## src/rtl/nibble_serial_addsub_if.sv

```systemverilog
// nibble_serial_addsub_if: start/busy/done handshake and operand/result bus for the nibble-serial add/sub unit
interface nibble_serial_addsub_if #(parameter int WIDTH = 16);
  logic start;
  logic sub;
  logic [WIDTH-1:0] A;
  logic [WIDTH-1:0] B;
  logic busy;
  logic done;
  logic [WIDTH-1:0] S;
  logic Cout;
  logic overflow;
  modport master (output start, sub, A, B, input busy, done, S, Cout, overflow);
  modport slave (input start, sub, A, B, output busy, done, S, Cout, overflow);
endinterface

```

## src/rtl/nibble_serial_addsub.sv

```systemverilog
// nibble_serial_addsub: WIDTH-bit add/sub, one 4-bit carry-lookahead nibble per clock, LSB first
module nibble_serial_addsub #(parameter int WIDTH = 16) (
  input logic clk,
  input logic rst,
  nibble_serial_addsub_if.slave bus
);
  localparam int N = WIDTH / 4;
  localparam int KW = N > 1 ? $clog2(N) : 1;
  typedef enum logic [1:0] {IDLE, RUN, DONE} state_t;
  state_t state_q, state_d;
  logic [WIDTH-1:0] a_q, a_d, b_q, b_d, r_q, r_d, s_q, s_d;
  logic [KW-1:0] k_q, k_d;
  logic c_q, c_d, cout_q, cout_d, ovf_q, ovf_d;
  logic [3:0] x, y, p, g;
  logic c1, c2, c3, c4;
  always_comb begin
    state_d = state_q;
    a_d = a_q;
    b_d = b_q;
    c_d = c_q;
    k_d = k_q;
    r_d = r_q;
    s_d = s_q;
    cout_d = cout_q;
    ovf_d = ovf_q;
    x = a_q[4*k_q +: 4];
    y = b_q[4*k_q +: 4];
    p = x ^ y;
    g = x & y;
    c1 = g[0] | (p[0] & c_q);
    c2 = g[1] | (p[1] & g[0]) | (p[1] & p[0] & c_q);
    c3 = g[2] | (p[2] & g[1]) | (p[2] & p[1] & g[0]) | (p[2] & p[1] & p[0] & c_q);
    c4 = g[3] | (p[3] & g[2]) | (p[3] & p[2] & g[1]) | (p[3] & p[2] & p[1] & g[0])
       | (p[3] & p[2] & p[1] & p[0] & c_q);
    if (state_q == RUN) begin
      r_d[4*k_q +: 4] = p ^ {c3, c2, c1, c_q};
      c_d = c4;
      k_d = k_q + 1'b1;
      if (k_q == KW'(N - 1)) begin
        state_d = DONE;
        s_d = r_d;
        cout_d = c4;
        ovf_d = c4 ^ c3;
      end
    end else begin
      state_d = bus.start ? RUN : IDLE;
      if (bus.start) begin
        a_d = bus.A;
        b_d = bus.sub ? ~bus.B : bus.B;
        c_d = bus.sub;
        k_d = '0;
      end
    end
  end
  always_ff @(posedge clk) begin
    if (rst) begin
      state_q <= IDLE;
      a_q <= '0;
      b_q <= '0;
      r_q <= '0;
      s_q <= '0;
      k_q <= '0;
      c_q <= 1'b0;
      cout_q <= 1'b0;
      ovf_q <= 1'b0;
    end else begin
      state_q <= state_d;
      a_q <= a_d;
      b_q <= b_d;
      r_q <= r_d;
      s_q <= s_d;
      k_q <= k_d;
      c_q <= c_d;
      cout_q <= cout_d;
      ovf_q <= ovf_d;
    end
  end
  assign bus.busy = state_q == RUN;
  assign bus.done = state_q == DONE;
  assign bus.S = s_q;
  assign bus.Cout = cout_q;
  assign bus.overflow = ovf_q;
endmodule

```

## src/flat_wrapper.sv

```systemverilog
// flat-port wrapper written by rule: the top's interface ports become plain ports
module nibble_serial_addsub_flat 
#(parameter int WIDTH = 16)
  (clk, rst, bus_start, bus_sub, bus_A, bus_B, bus_busy, bus_done, bus_S, bus_Cout, bus_overflow);
  nibble_serial_addsub_if #(.WIDTH(WIDTH)) bus_i ();
  input logic clk;
  input logic rst;
  input wire logic [$bits(bus_i.start)-1:0] bus_start;
  input wire logic [$bits(bus_i.sub)-1:0] bus_sub;
  input wire logic [$bits(bus_i.A)-1:0] bus_A;
  input wire logic [$bits(bus_i.B)-1:0] bus_B;
  output wire logic [$bits(bus_i.busy)-1:0] bus_busy;
  output wire logic [$bits(bus_i.done)-1:0] bus_done;
  output wire logic [$bits(bus_i.S)-1:0] bus_S;
  output wire logic [$bits(bus_i.Cout)-1:0] bus_Cout;
  output wire logic [$bits(bus_i.overflow)-1:0] bus_overflow;
  assign bus_i.start = bus_start;
  assign bus_i.sub = bus_sub;
  assign bus_i.A = bus_A;
  assign bus_i.B = bus_B;
  assign bus_busy = bus_i.busy;
  assign bus_done = bus_i.done;
  assign bus_S = bus_i.S;
  assign bus_Cout = bus_i.Cout;
  assign bus_overflow = bus_i.overflow;
  nibble_serial_addsub #(.WIDTH(WIDTH)) u_core (.clk(clk), .rst(rst), .bus(bus_i));
endmodule
```

## config.mk

```make
export PLATFORM = sky130hd
export DESIGN_NAME = nibble_serial_addsub_flat
export DESIGN_NICKNAME = d
export VERILOG_FILES = /design/src/rtl/nibble_serial_addsub_if.sv /design/src/rtl/nibble_serial_addsub.sv /design/src/flat_wrapper.sv
export SDC_FILE = /design/constraint.sdc
export NUM_CORES = 1
export LEC_CHECK = 0
export BUFFER_PORTS_ARGS = -buffer_cell sky130_fd_sc_hd__buf_2
export CAP_MARGIN = 15
export CELL_PAD_IN_SITES_DETAIL_PLACEMENT = 0
export CELL_PAD_IN_SITES_GLOBAL_PLACEMENT = 1
export CORE_MARGIN = 2
export CORE_UTILIZATION = 45
export CTS_BUF_LIST = sky130_fd_sc_hd__clkbuf_16
export CTS_CLUSTER_SIZE = 14
export DETAILED_ROUTE_END_ITERATION = 12
export HOLD_SLACK_MARGIN = 0.08
export PLACE_DENSITY = 0.8
export SLEW_MARGIN = 20
export SYNTH_ARGS = -nofsm -noshare
export SYNTH_HDL_FRONTEND = slang
export SYNTH_SLANG_ARGS = --single-unit
```

## constraint.sdc

```tcl
create_clock -name clk -period 6 [get_ports clk]
set_input_delay 1.2 -clock clk [delete_from_list [all_inputs] [get_ports clk]]
set_output_delay 1.2 -clock clk [all_outputs]
set_load 0.03 [all_outputs]
```

Yosys cells after proc, flatten, opt, wreduce, memory -nomap -nowiden

Index checks and enable logic that the tools add are counted.

Bits of input ports: 36
Output and inout bits: 20
Word-level logic and storage cells: 63
Register bits: 71

Muxes and demuxes: 9
Eq/ne operators: 4
Bitwise operators: 32
Reductions and logical operators: 3
Shift-type cells: 4
Add/sub/neg operators: 2

Operators with widths:

| operator                  | number |
|---|---|
| $neg A4 Y34               | 1 |
| $shift A4 B34 Y16 const A | 1 |
| $shiftx A4 B34 Y16        | 1 |
| $shiftx A16 B5 Y4         | 2 |
| $and A1 B1 Y1             | 16 |
| $bwmux W16                | 1 |
| $mux W16                  | 1 |
| $not A16 Y16              | 1 |
| $or A1 B1 Y1              | 10 |
| $mux W2                   | 4 |
| $xor A4 B4 Y4             | 2 |
| $and A4 B4 Y4             | 1 |
| $eq A2 B2 Y1 const B      | 2 |
| $reduce_and A2 Y1         | 2 |
| $mux W1                   | 3 |
| $add A2 B1 Y2 const B     | 1 |
| $eq A2 B1 Y1 const B      | 1 |
| $ne A2 B1 Y1 const B      | 1 |
| $reduce_bool A2 Y1        | 1 |
| $not A1 Y1                | 1 |
| $xor A1 B1 Y1             | 1 |

Depth between registers and ports, before layout

Word-level depth: 9
Depth in mapped cells: 7
Depth with buffers taken out: 6

Least setup slack after synthesis

OpenSTA, ideal clock, no wires.

Kind: register -> register
Start point: register u_core.k_q[0]
End point: register u_core.s_q[3], in the netlist u_core.bus.S[3]
Path slack: 3.490 ns
Stages on the path, launching flop included: 8
Path buffers: 1
Setup time: 0.087 ns
Data required time: 5.913 ns
Arrival time: 2.423 ns
Period minus slack after synthesis: 2.510 ns
Cells stage by stage: dfxtp_1 -> buf_2 -> mux4_2 -> ha_1 -> a211o_1 -> a21oi_4 -> xnor2_2 -> o31ai_1

Cells in the longest elaborated chain, start to end: 9
Elaborated cells between the ends (all ways): 26
Those cells by class: add/sub (1); eq/ne (1); shift (4); mux (1); bitwise (18); reduce/logical (1)

RTL lines:

| element                                                            | RTL line                                               | RTL |
|---|---|---|
| start: declaration                                                 | nibble_serial_addsub.sv:12                             | `logic [KW-1:0] k_q, k_d;` |
| start signal: assignment                                           | nibble_serial_addsub.sv:72                             | `k_q <= k_d;` |
| $shiftx A16 B5 Y4 (on tied branches)                               | nibble_serial_addsub.sv:26, nibble_serial_addsub.sv:27 |  |
| $xor A4 B4 Y4 / $and A4 B4 Y4 (equally long branches)              | nibble_serial_addsub.sv:28, nibble_serial_addsub.sv:29 |  |
| $and A1 B1 Y1                                                      | nibble_serial_addsub.sv:32                             | `c3 = g[2] \| (p[2] & g[1]) \| (p[2] & p[1] & g[0]) \| (p[2] & p[1] & p[0] & c_q);` |
| $or A1 B1 Y1 / $and A1 B1 Y1 (equally long branches) (2 in series) | nibble_serial_addsub.sv:32                             |  |
| $or A1 B1 Y1                                                       | nibble_serial_addsub.sv:32                             |  |
| $xor A4 B4 Y4                                                      | nibble_serial_addsub.sv:36                             | `r_d[4*k_q +: 4] = p ^ {c3, c2, c1, c_q};` |
| $shiftx A4 B34 Y16                                                 | nibble_serial_addsub.sv:36                             |  |
| $bwmux W16                                                         | nibble_serial_addsub.sv:36                             |  |
| end signal: assignment                                             | nibble_serial_addsub.sv:61                             | `s_q <= '0;` |
| end signal: assignment                                             | nibble_serial_addsub.sv:71                             | `s_q <= s_d;` |
| end: declaration                                                   | nibble_serial_addsub.sv:11                             | `logic [WIDTH-1:0] a_q, a_d, b_q, b_d, r_q, r_d, s_q, s_d;` |

Parallel ways exist; a longest one is shown, timed or not.
A chain may end at the register's enable or synchronous reset.

Worst setup path after layout

Start point: register u_core.state_q[0]
End point: output bus_busy

Cells in the longest elaborated chain, start to end: 1

RTL lines:

| element                  | RTL line                   | RTL |
|---|---|---|
| start: declaration       | nibble_serial_addsub.sv:10 | `state_t state_q, state_d;` |
| start signal: assignment | nibble_serial_addsub.sv:67 | `state_q <= state_d;` |
| $eq A2 B1 Y1             | nibble_serial_addsub.sv:78 | `assign bus.busy = state_q == RUN;` |
| end: declaration         | flat_wrapper.sv:12         | `output wire logic [$bits(bus_i.busy)-1:0] bus_busy;` |

Every way passes these cells.

==> out/results.ini <==
[worst_hold_path]
hp-class=reg2reg

[clock_tree]
clock_latency_ps=330
htree_num_levels=3
clockBufferDepth=2
tritoncts.num_buffers=9
cts_hold_buffers=0
cts_root_buffer=clkbuf_16
cts_tree=done
clk_pin_slew_worst_paths_ps=50
cts_setup_buffers=0
clock_sinks=71
cts.repair.resized=0

[floorplan]
dieWidth_um=88.8
rows=30
die_h_um=88.8
coreArea_mm2=0.00687
die-area_mm2=0.00789
start_util_pct=47.1
ios=56

[layout]
finalInstanceArea_mm2=0.00380
mostFrequentLayoutCell=dfxtp_1
layout_common_cells=dfxtp_1, buf_2, nand2_1
final_core_util_pct=55.3
diodes=0
drive_above_1_share_pct=21.2
area_delta_synth_final_pct=17.3
num-nets-final=442

[logic_synthesis]
syn_avg_cell_area_um2=9.33
synth_top_flop_cell=dfxtp_1
synthMuxAreaShare_pct=5.57
synth_xor_area_share_pct=5.10
yosys_warnings=0
syn_nets=395
synth_top_family_by_area=compound AO/OA/AOI/OAI gates
async_flop_share_pct=0
netlist_instances=347
ys_seq_elements=71
synth_edf_count=0
ys_seq_area_share_pct=43.9
synth_compound_area_share_pct=19.9
yosys.area_share.adder_pct=4.87
synth_simple_gate_area_share_pct=16.6
netlist_area_mm2=0.00324
ys_types=44

[sta]
min_period_ps=2950
hold_ws_ps=451
final-hold-violation-count=0
max_clock_freq_ghz=0.339
rsz0062_at_grt=false
finalSetupViolCount=0
fin_tns_setup_ps=0
finalCritPeriodShare_pct=49.1
relSlewSlack_pct=39.5
tightest_slew_ps=907
setup_slack_ps=3050
slew_violations=0
clock-skew-final_ps=4.40

[drt]
dr.pass1.iters=4
first_iter_violations=107
drt-total-wl_um=7300
routedWlPerCell_um=14.8
ant_nets=0
viasPerCell=5.38
drc=0
vias=2653

[grt]
grt_pass1_vias=2593
grt_overflow=0
grt_pass1_wl_um=12300
groute.usage.overall_pct=20.5
antenna_found_initial=0
grt_max_degree=55

[placed_design]
numPortBuffers=55
dpl-instance-area_mm2=0.00355
dp_slack_ps=3070
dp_hpwl_um=5140
routabilityCongestion=0.822

[pwr]
power.leakage_nw=1.51
vdd_drop_max_v=0.000166
power_density_mw_per_mm2=286

[worst_setup_path]
slowest_stage=inv_1
crit_path_max_incr_delay_ps=550
critPathRequiredTime_ps=4800
path_class=reg2out
cp_cell_sequence=nand2b_1 -> inv_1 -> buf_2
startpoint_type=flip-flop
worstPathArrival_ps=1750
endpoint_kind=output port
crit_fanout=22
regToRegSetupSlack_ps=3120

[run]
drv_cap=0

[status]
run_status=finished, final reports clean

[Yosys cell counts (all sizes together) (2+ instances only)]
master	number	area, um2
a211oi	18	135
o21a	2	16.3
nand4	5	31.3
o31ai	8	60.1
o22ai	4	25.0
nor2	32	120
dfxtp	71	1420
a22o	4	35.0
inv	10	37.5
nand3b	4	30.0
clkbuf	11	42.5
xnor2	18	165
ha	11	138
nor3	3	15.0
a21oi	28	155
nand2	49	184
a22oi	12	90.1
nand2b	2	12.5
nor2b	6	37.5
mux4	8	180
a32oi	4	35.0
buf	10	52.6
a211o	3	27.5
nand3	4	20.0
o21ai	9	45.0
[metal layers]
| metal | track usage [%] | wire length, um |
|---|---|---|
| met1 | 24.1 | 3100 |
| met2 | 34.6 | 3650 |
| met3 | 6.44 | 388 |
| met4 | 8.40 | 160 |
| met5 | 0 | 0 |
[where the power goes]
part,internal [W],leakage (nW),total [W],switching (W)
clock,0.000267,0.123,0.000445,0.000178
sequential,0.000491,0.579,0.000505,0.0000137
combinational,0.0000568,0.804,0.000137,0.0000798
total,0.000815,1.51,0.00109,0.000272
[final cells by class]
cell class / instances / area (um2)
clock inverters: 5 / 18.8
well taps: 96 / 120
fillers: 650 / 3070
flip-flops and latches: 71 / 1420
multi-input cells: 245 / 1680
clock buffers: 9 / 225
inverters: 10 / 37.5
repair buffers: 57 / 290
[kinds of logic (layout without fill, tap and decap cells)]
| kind of cell | count (synthesis) | count (layout) |
|---|---|---|
| simple gates | 113 | 113 |
| mux | 8 | 8 |
| fa+ha+maj | 12 | 12 |
| flops | 71 | 71 |
| buf+inv | 31 | 81 |
| xor+xnor | 18 | 18 |
| compound gates | 94 | 94 |
[flip-flops by register name, indices dropped and copies added, names as in the netlist]
| name | count |
|---|---|
| u_core.a_q | 16 |
| u_core.b_q | 16 |
| u_core.bus.S | 16 |
| u_core.r_q | 16 |
| u_core.k_q | 2 |
| u_core.state_q | 2 |
| u_core.bus.Cout | 1 |
| u_core.bus.overflow | 1 |
| u_core.c_q | 1 |
[final timing paths]
kind | start | endpoint | cells past startpoint
setup / recovery | u_core.state_q[0]$_SDFFE_PP0P_ | bus_busy | 3
hold / removal | u_core.a_q[2]$_SDFFE_PP0P_ | u_core.a_q[2]$_SDFFE_PP0P_ | 2
setup reg to reg | u_core.k_q[0]$_SDFFE_PP0P_ | u_core.r_q[9]$_SDFFE_PP0P_ | 6
hold reg to reg | u_core.a_q[2]$_SDFFE_PP0P_ | u_core.a_q[2]$_SDFFE_PP0P_ | 2
[worst max-delay path: cells and delay by family (launching register included)]
| kind | cells | cell delay, ps |
|---|---|---|
| buffers and inverters | 2 | 870 |
| flip-flops | 1 | 390 |
| AND/OR/NAND/NOR | 1 | 150 |
[metrics by stage]
stage               std cells  power [W]
floorplan                 347   0.000614
global placement          479   0.000650
detailed placement        479   0.000652
CTS                       493    0.00110
global route              493    0.00114
finish                    493    0.00109
(Power assumes the default switching activity.)
